`config.mk`:
```
export PLATFORM = sky130hd
export DESIGN_NAME = nrisc_program_loader
export DESIGN_NICKNAME = d
export VERILOG_FILES = /design/src/rtl/nrisc_pkg.sv /design/src/rtl/nrisc_loader_csum.sv /design/src/rtl/nrisc_program_loader.sv
export SDC_FILE = /design/constraint.sdc
export NUM_CORES = 1
export LEC_CHECK = 0
export CAP_MARGIN = 20
export CORE_MARGIN = 1
export CORE_UTILIZATION = 50
export CTS_BUF_LIST = sky130_fd_sc_hd__clkbuf_4 sky130_fd_sc_hd__clkbuf_8 sky130_fd_sc_hd__clkbuf_16
export DETAILED_ROUTE_END_ITERATION = 12
export GPL_ROUTABILITY_DRIVEN = 0
export PLACE_DENSITY = 0.81
export SYNTH_ARGS = -nofsm -noshare
export SYNTH_HDL_FRONTEND = slang
export SYNTH_SLANG_ARGS = --single-unit
```
`constraint.sdc`:
```
create_clock -name CLK -period 2.52 [get_ports CLK]
set_input_delay 0.252 -clock CLK [delete_from_list [all_inputs] [get_ports CLK]]
set_output_delay 0.252 -clock CLK [all_outputs]
set_load 0.03 [all_outputs]
```
`src/rtl/nrisc_pkg.sv`:
```
// Shared definitions for the nRisc boot loader: record commands, the default
// sync byte and the loader state encoding.
package nrisc_pkg;

  localparam logic [7:0] CMD_IMEM      = 8'h01;
  localparam logic [7:0] CMD_DMEM      = 8'h02;
  localparam logic [7:0] CMD_START     = 8'h03;
  localparam logic [7:0] MAGIC_DEFAULT = 8'hA5;

  typedef enum logic [2:0] {
    ST_IDLE,
    ST_CMD,
    ST_BASE,
    ST_LEN,
    ST_DATA,
    ST_CSUM,
    ST_RUN,
    ST_ERROR
  } load_state_e;

endpackage

```
`src/rtl/nrisc_loader_csum.sv`:
```
// 8-bit running-sum accumulator for loader records. zero_o reports whether the
// sum would be zero once the byte currently presented on din_i is included,
// so the checksum byte can be judged on the same edge that accepts it.
module nrisc_loader_csum (
  input  logic       clk_i,
  input  logic       clr_i,
  input  logic       add_i,
  input  logic [7:0] din_i,
  output logic       zero_o
);

  logic [7:0] sum_q;
  logic [7:0] sum_d;
  logic [7:0] sum_with_din;

  assign sum_with_din = sum_q + din_i;
  assign zero_o       = (sum_with_din == 8'h00);

  // Next sum: clear restarts from zero (optionally adding this byte), add accumulates.
  always_comb begin
    sum_d = sum_q;
    if (clr_i) begin
      sum_d = add_i ? din_i : 8'h00;
    end else if (add_i) begin
      sum_d = sum_with_din;
    end
  end

  // Sum register; every record clears it on its CMD byte, so no reset is needed.
  always_ff @(posedge clk_i) begin
    sum_q <= sum_d;
  end

endmodule

```
`src/rtl/nrisc_program_loader.sv`:
```
// Boot-time program loader for the nRisc core. Parses a framed byte stream
// (MAGIC, CMD, BASE, LEN, payload, CSUM), writes payload bytes into the
// instruction or data memory one cycle after acceptance, and keeps the core
// in reset until a checksum-verified START record has been received.
module nrisc_program_loader
  import nrisc_pkg::*;
#(
  parameter int         ADDR_W = 8,
  parameter logic [7:0] MAGIC  = MAGIC_DEFAULT
) (
  input  logic              CLK,
  input  logic              RESET,
  input  logic [7:0]        in_data,
  input  logic              in_valid,
  output logic              in_ready,
  input  logic              reload_req,
  output logic              imem_we,
  output logic              dmem_we,
  output logic [ADDR_W-1:0] mem_addr,
  output logic [7:0]        mem_wdata,
  output logic              cpu_reset,
  output logic              load_error,
  output logic [7:0]        sync_err_cnt
);

  load_state_e       state_q, state_d;
  logic [7:0]        cmd_q, cmd_d;
  logic [ADDR_W-1:0] addr_cnt_q, addr_cnt_d;
  logic [7:0]        remain_q, remain_d;
  logic              imem_we_q, imem_we_d;
  logic              dmem_we_q, dmem_we_d;
  logic [ADDR_W-1:0] mem_addr_q, mem_addr_d;
  logic [7:0]        mem_wdata_q, mem_wdata_d;
  logic [7:0]        sync_cnt_q, sync_cnt_d;

  logic accept;
  logic csum_clr;
  logic csum_add;
  logic csum_zero;

  // Ready and core reset derive purely from the current state, so the edge
  // that enters or leaves RUN moves cpu_reset on that same edge.
  assign in_ready     = (state_q != ST_RUN) && (state_q != ST_ERROR);
  assign accept       = in_valid && in_ready;
  assign cpu_reset    = (state_q != ST_RUN);
  assign load_error   = (state_q == ST_ERROR);
  assign imem_we      = imem_we_q;
  assign dmem_we      = dmem_we_q;
  assign mem_addr     = mem_addr_q;
  assign mem_wdata    = mem_wdata_q;
  assign sync_err_cnt = sync_cnt_q;

  nrisc_loader_csum u_csum (
    .clk_i  (CLK),
    .clr_i  (csum_clr),
    .add_i  (csum_add),
    .din_i  (in_data),
    .zero_o (csum_zero)
  );

  // Record parser: next state, field latches and the registered write request.
  always_comb begin
    state_d     = state_q;
    cmd_d       = cmd_q;
    addr_cnt_d  = addr_cnt_q;
    remain_d    = remain_q;
    imem_we_d   = 1'b0;
    dmem_we_d   = 1'b0;
    mem_addr_d  = mem_addr_q;
    mem_wdata_d = mem_wdata_q;
    sync_cnt_d  = sync_cnt_q;
    csum_clr    = 1'b0;
    csum_add    = 1'b0;

    if (accept) begin
      case (state_q)
        ST_IDLE: begin
          if (in_data == MAGIC) begin
            state_d = ST_CMD;
          end else if (sync_cnt_q != 8'hFF) begin
            sync_cnt_d = sync_cnt_q + 8'd1;
          end
        end
        ST_CMD: begin
          csum_clr = 1'b1;
          csum_add = 1'b1;
          cmd_d    = in_data;
          if ((in_data == CMD_IMEM) || (in_data == CMD_DMEM)) begin
            state_d = ST_BASE;
          end else if (in_data == CMD_START) begin
            state_d = ST_CSUM;
          end else begin
            state_d = ST_ERROR;
          end
        end
        ST_BASE: begin
          csum_add   = 1'b1;
          addr_cnt_d = ADDR_W'(in_data);
          state_d    = ST_LEN;
        end
        ST_LEN: begin
          csum_add = 1'b1;
          remain_d = in_data;
          state_d  = (in_data == 8'h00) ? ST_CSUM : ST_DATA;
        end
        ST_DATA: begin
          csum_add    = 1'b1;
          imem_we_d   = (cmd_q == CMD_IMEM);
          dmem_we_d   = (cmd_q == CMD_DMEM);
          mem_addr_d  = addr_cnt_q;
          mem_wdata_d = in_data;
          addr_cnt_d  = addr_cnt_q + ADDR_W'(1);
          remain_d    = remain_q - 8'd1;
          if (remain_q == 8'd1) begin
            state_d = ST_CSUM;
          end
        end
        ST_CSUM: begin
          if (!csum_zero) begin
            state_d = ST_ERROR;
          end else if (cmd_q == CMD_START) begin
            state_d = ST_RUN;
          end else begin
            state_d = ST_IDLE;
          end
        end
        default: begin
          state_d = state_q;
        end
      endcase
    end

    // Reload only leaves RUN; ERROR stays put until RESET.
    if ((state_q == ST_RUN) && reload_req) begin
      state_d = ST_IDLE;
    end
  end

  // Control and write-port registers; RESET drops the strobes immediately.
  always_ff @(posedge CLK or posedge RESET) begin
    if (RESET) begin
      state_q     <= ST_IDLE;
      imem_we_q   <= 1'b0;
      dmem_we_q   <= 1'b0;
      mem_addr_q  <= '0;
      mem_wdata_q <= 8'h00;
      sync_cnt_q  <= 8'h00;
    end else begin
      state_q     <= state_d;
      imem_we_q   <= imem_we_d;
      dmem_we_q   <= dmem_we_d;
      mem_addr_q  <= mem_addr_d;
      mem_wdata_q <= mem_wdata_d;
      sync_cnt_q  <= sync_cnt_d;
    end
  end

  // Record fields; each is loaded before use within a record, so no reset.
  always_ff @(posedge CLK) begin
    cmd_q      <= cmd_d;
    addr_cnt_q <= addr_cnt_d;
    remain_q   <= remain_d;
  end

endmodule
```
==> impl_metrics.py <==
metrics = {
    "worst_setup_path": {
        "reg2reg_depth": 9,
        "r2r-start": "u_csum.sum_q[0]",
        "worstPathCellList": "clkdlybuf4s50_1 > ha_1 > inv_1 > fa_1 > and2b_1 > o22a_2 > xnor2_1 > nand3_1 > o41ai_2 > o211ai_1",
        "critical_path_class": "input pin to register",
        "arrival_ps": 2500,
        "critPathMaxStageDelay_ps": 480,
        "reg2reg_to": "state_q[2]",
        "r2r_slack_ps": 300,
        "slowest_stage": "clkdlybuf4s50_1",
        "worstSetupEndpointType": "register",
        "cp_max_fo": 3,
        "crit_family": "compound AO/OA/AOI/OAI gates",
        "path_buf_inv": 2,
        "worstPathRequired_ps": 2720,
        "cp-start-kind": "input pin",
    },
    "synth": {
        "syn_area_mm2": 0.003348,
        "ys.flop_type": "edfxtp_1",
        "synth_cell_types": 58,
        "syn-num-nets": 324,
        "ys_seq_elements": 61,
        "avgSynthCellArea_um2": 11.27,
        "yosysTopAreaCellShare_pct": 28.70,
        "yosysWarnings": 0,
        "synthTopCellsByArea": "edfxtp_1 (29%), dfrtp_1 (22%), mux2_2 (6.1%), ha_1 (5.2%), xnor2_1 (4.4%)",
        "synth-seq-area-share_pct": 50.37,
        "syn_inst": 297,
        "synth_edf_count": 32,
        "synth-async-reset-ratio_pct": 47.54,
        "yosysTopAreaCell": "edfxtp_1",
    },
    "routing": {
        "wl_per_cell_um": 15.39,
        "ant_nets": 0,
        "detail_route.first_pass.iterations": 8,
        "via_per_inst": 5.604,
        "vias": 2533,
        "totalWireLength_um": 6955,
        "drt-initial-drc-count": 144,
        "drc": 7,
    },
    "cells_and_area": {
        "n_antenna_cell": 0,
        "nNetsFinal": 397,
        "fin_util_pct": 65.73,
        "final_layout_size_suffix_gt1_share_pct": 20.00,
        "stdcell_area_mm2": 0.004222,
        "nFillCells": 489,
        "area_delta_synth_final_pct": 26.08,
    },
    "global_route": {
        "grt_use_total_pct": 21.59,
        "grt_max_degree": 30,
        "grt_overflow_total": 0,
        "grt_first_pass_wirelength_um": 11720,
        "antenna_found_initial": 0,
        "grt_pass1_vias": 2530,
    },
    "floorplan": {
        "core-area_mm2": 0.006422,
        "dieWidth_um": 83.83,
        "io_pins": 41,
        "start_util_pct": 52.13,
        "rows": 29,
        "die_h_um": 83.83,
        "dieArea_mm2": 0.007027,
    },
    "status": {
        "violations": "DRC",
        "status": "finished, violations left",
    },
    "power": {
        "p_int_uw": 2948,
        "power_leakage_uw": 0.001696,
        "pwr-share-comb_pct": 47.4,
        "finalPower_uw": 4788,
        "sequentialPowerShare_pct": 34.4,
        "power_density_mw_per_mm2": 1134,
        "clockPowerShare_pct": 18.2,
        "switching_share_pct": 38.44,
        "ir_drop_mv": 0.6100,
        "power.switching_uw": 1840,
    },
    "placement": {
        "dp_hpwl_um": 5081,
        "placed_cell_area_mm2": 0.004021,
        "place_ws_ps": -270.7,
        "port_buffers": 40,
    },
    "clock_network": {
        "clk_path_buf_depth": 2,
        "path_clk_slew_ps": 70,
        "h-tree-depth": 3,
        "cts.sinks": 61,
        "root_buffer": "clkbuf_8",
        "cts_tree": "yes",
        "cts_hold_buf": 0,
        "post_cts_resized": 0,
        "cts_setup_buffers": 0,
        "clock_latency_ps": 340,
        "cts-buffers-inserted": 9,
    },
    "timing": {
        "relSlewSlack_pct": 72.36,
        "rsz0062_at_grt": "no",
        "layout_min_cycle_time_ps": 2293,
        "setup_viol": 0,
        "finalCritPeriodShare_pct": 91.01,
        "fmax_mhz": 436.0,
        "hold_viol": 0,
        "maxSlewViolCount": 0,
        "setup_slack_ps": 226.6,
        "finalClockSkew_ps": 6.842,
        "tightest_slew_ps": 411.5,
    },
    "run": {
        "maxCapViolCount": 0,
    },
    "min_path": {
        "hold_path_class": "input pin to asynchronous set/reset pin",
    },
}
[worst max-delay path by stage]
stage                           from               to  slack [ps]  depth (start not counted)
final                     in_data[0]       state_q[2]         230                         10
after global routing      in_data[0]       state_q[2]          90                         10
after CTS                 in_data[0]       state_q[2]         100                         10
after detailed placement  in_data[0]       state_q[2]        -270                         10
after global placement    in_data[0]       state_q[2]        -170                         10
after floorplan           state_q[1]  u_csum.sum_q[1]         190                          6
[power groups by stage]
stage                     combinational (µW)  clock (µW)  sequential (µW)
final                                   2270         873             1640
after global routing                    2470         936             1680
after CTS                               2270         894             1640
after detailed placement                2250           0             1660
after global placement                  2200           0             1640
after floorplan                         1300           0             1860
[worst min-delay path, cell delays in order]
cell and delay [ps]:
clkdlybuf4s50_1 400, inv_1 50, buf_4 340
[layer usage]
| metal | wire length (µm) | GRT usage, % | vias to the layer above |
|---|---|---|---|
| met4 | 165 | 8.307 | 0 |
| met1 | 2985 | 26.81 | 1220 |
| met5 | 0 | 0 | - |
| li1 | - | - | 1224 |
| met2 | 3463 | 34.95 | 72 |
| met3 | 340 | 7.122 | 17 |
[cells in the mapped netlist, types with 2 or more instances]
cell type	number
o211ai_1	2
nor2b_1	2
nor3b_1	4
a21oi_1	22
nand3b_1	2
mux2_2	18
clkbuf_1	3
edfxtp_1	32
nand4_1	3
inv_1	13
o21ai_0	9
ha_1	14
nand3_1	11
a211oi_2	2
xnor2_1	17
dfrtp_1	29
and2b_1	3
nor3_1	11
nor2_1	21
nor4bb_1	2
and3_1	2
nand2_1	26
buf_6	3
xor2_1	12
[cell families after synthesis]
family | Yosys count | share of synthesized area, %
buffers and inverters | 21 | 3.064
adder cells (fa/ha/maj) | 15 | 5.830
XOR/XNOR | 29 | 7.586
flip-flops | 61 | 50.37
multiplexers | 19 | 6.353
AND/OR/NAND/NOR | 99 | 15.73
AO/OA/AOI/OAI | 53 | 11.06
[flip-flops by register name (all words and copies together) (netlist names)]
name / flops
addr_cnt_q: 8
mem_addr: 8
mem_wdata: 8
state_q: 3
imem_we: 1
u_csum.sum_q: 8
cmd_q: 8
sync_err_cnt: 8
remain_q: 8
dmem_we: 1
[area by class of cell]
type / instances / area (µm²) / share of cell area (%)
clock buffer: 12 / 152.6 / 3.616
clock inverter: 4 / 47.55 / 1.126
inverter: 13 / 48.80 / 1.156
multi-input combinational: 215 / 1564 / 37.05
sequential: 61 / 1687 / 39.95
tap: 77 / 96.34 / 2.282
timing repair buffer: 70 / 625.6 / 14.82
[per-stage QoR]
step,cells,setup TNS (ps),hold slack [ps]
global route,452,0,316.1
floorplan,297,0,330.1
finish,452,0,291.4
detailed placement,436,-668.4,448.6
CTS,452,0,295.5
global placement,436,-315.4,455.0
[cell usage in the layout, fill, tap and decap left out, types with 3 or more instances in the layout]
master,n
and2b_1,3
buf_4,30
nor3_1,10
edfxtp_1,32
xnor2_1,17
clkbuf_8,10
xor2_1,12
a21oi_1,22
nand3_1,11
dfrtp_1,29
clkdlybuf4s50_1,40
nor3b_1,4
nand2_1,26
mux2_2,18
inv_1,13
nand4_1,3
nor2_1,21
o21ai_0,9
ha_1,14
No activity file was read; power rests on OpenSTA's default activity.
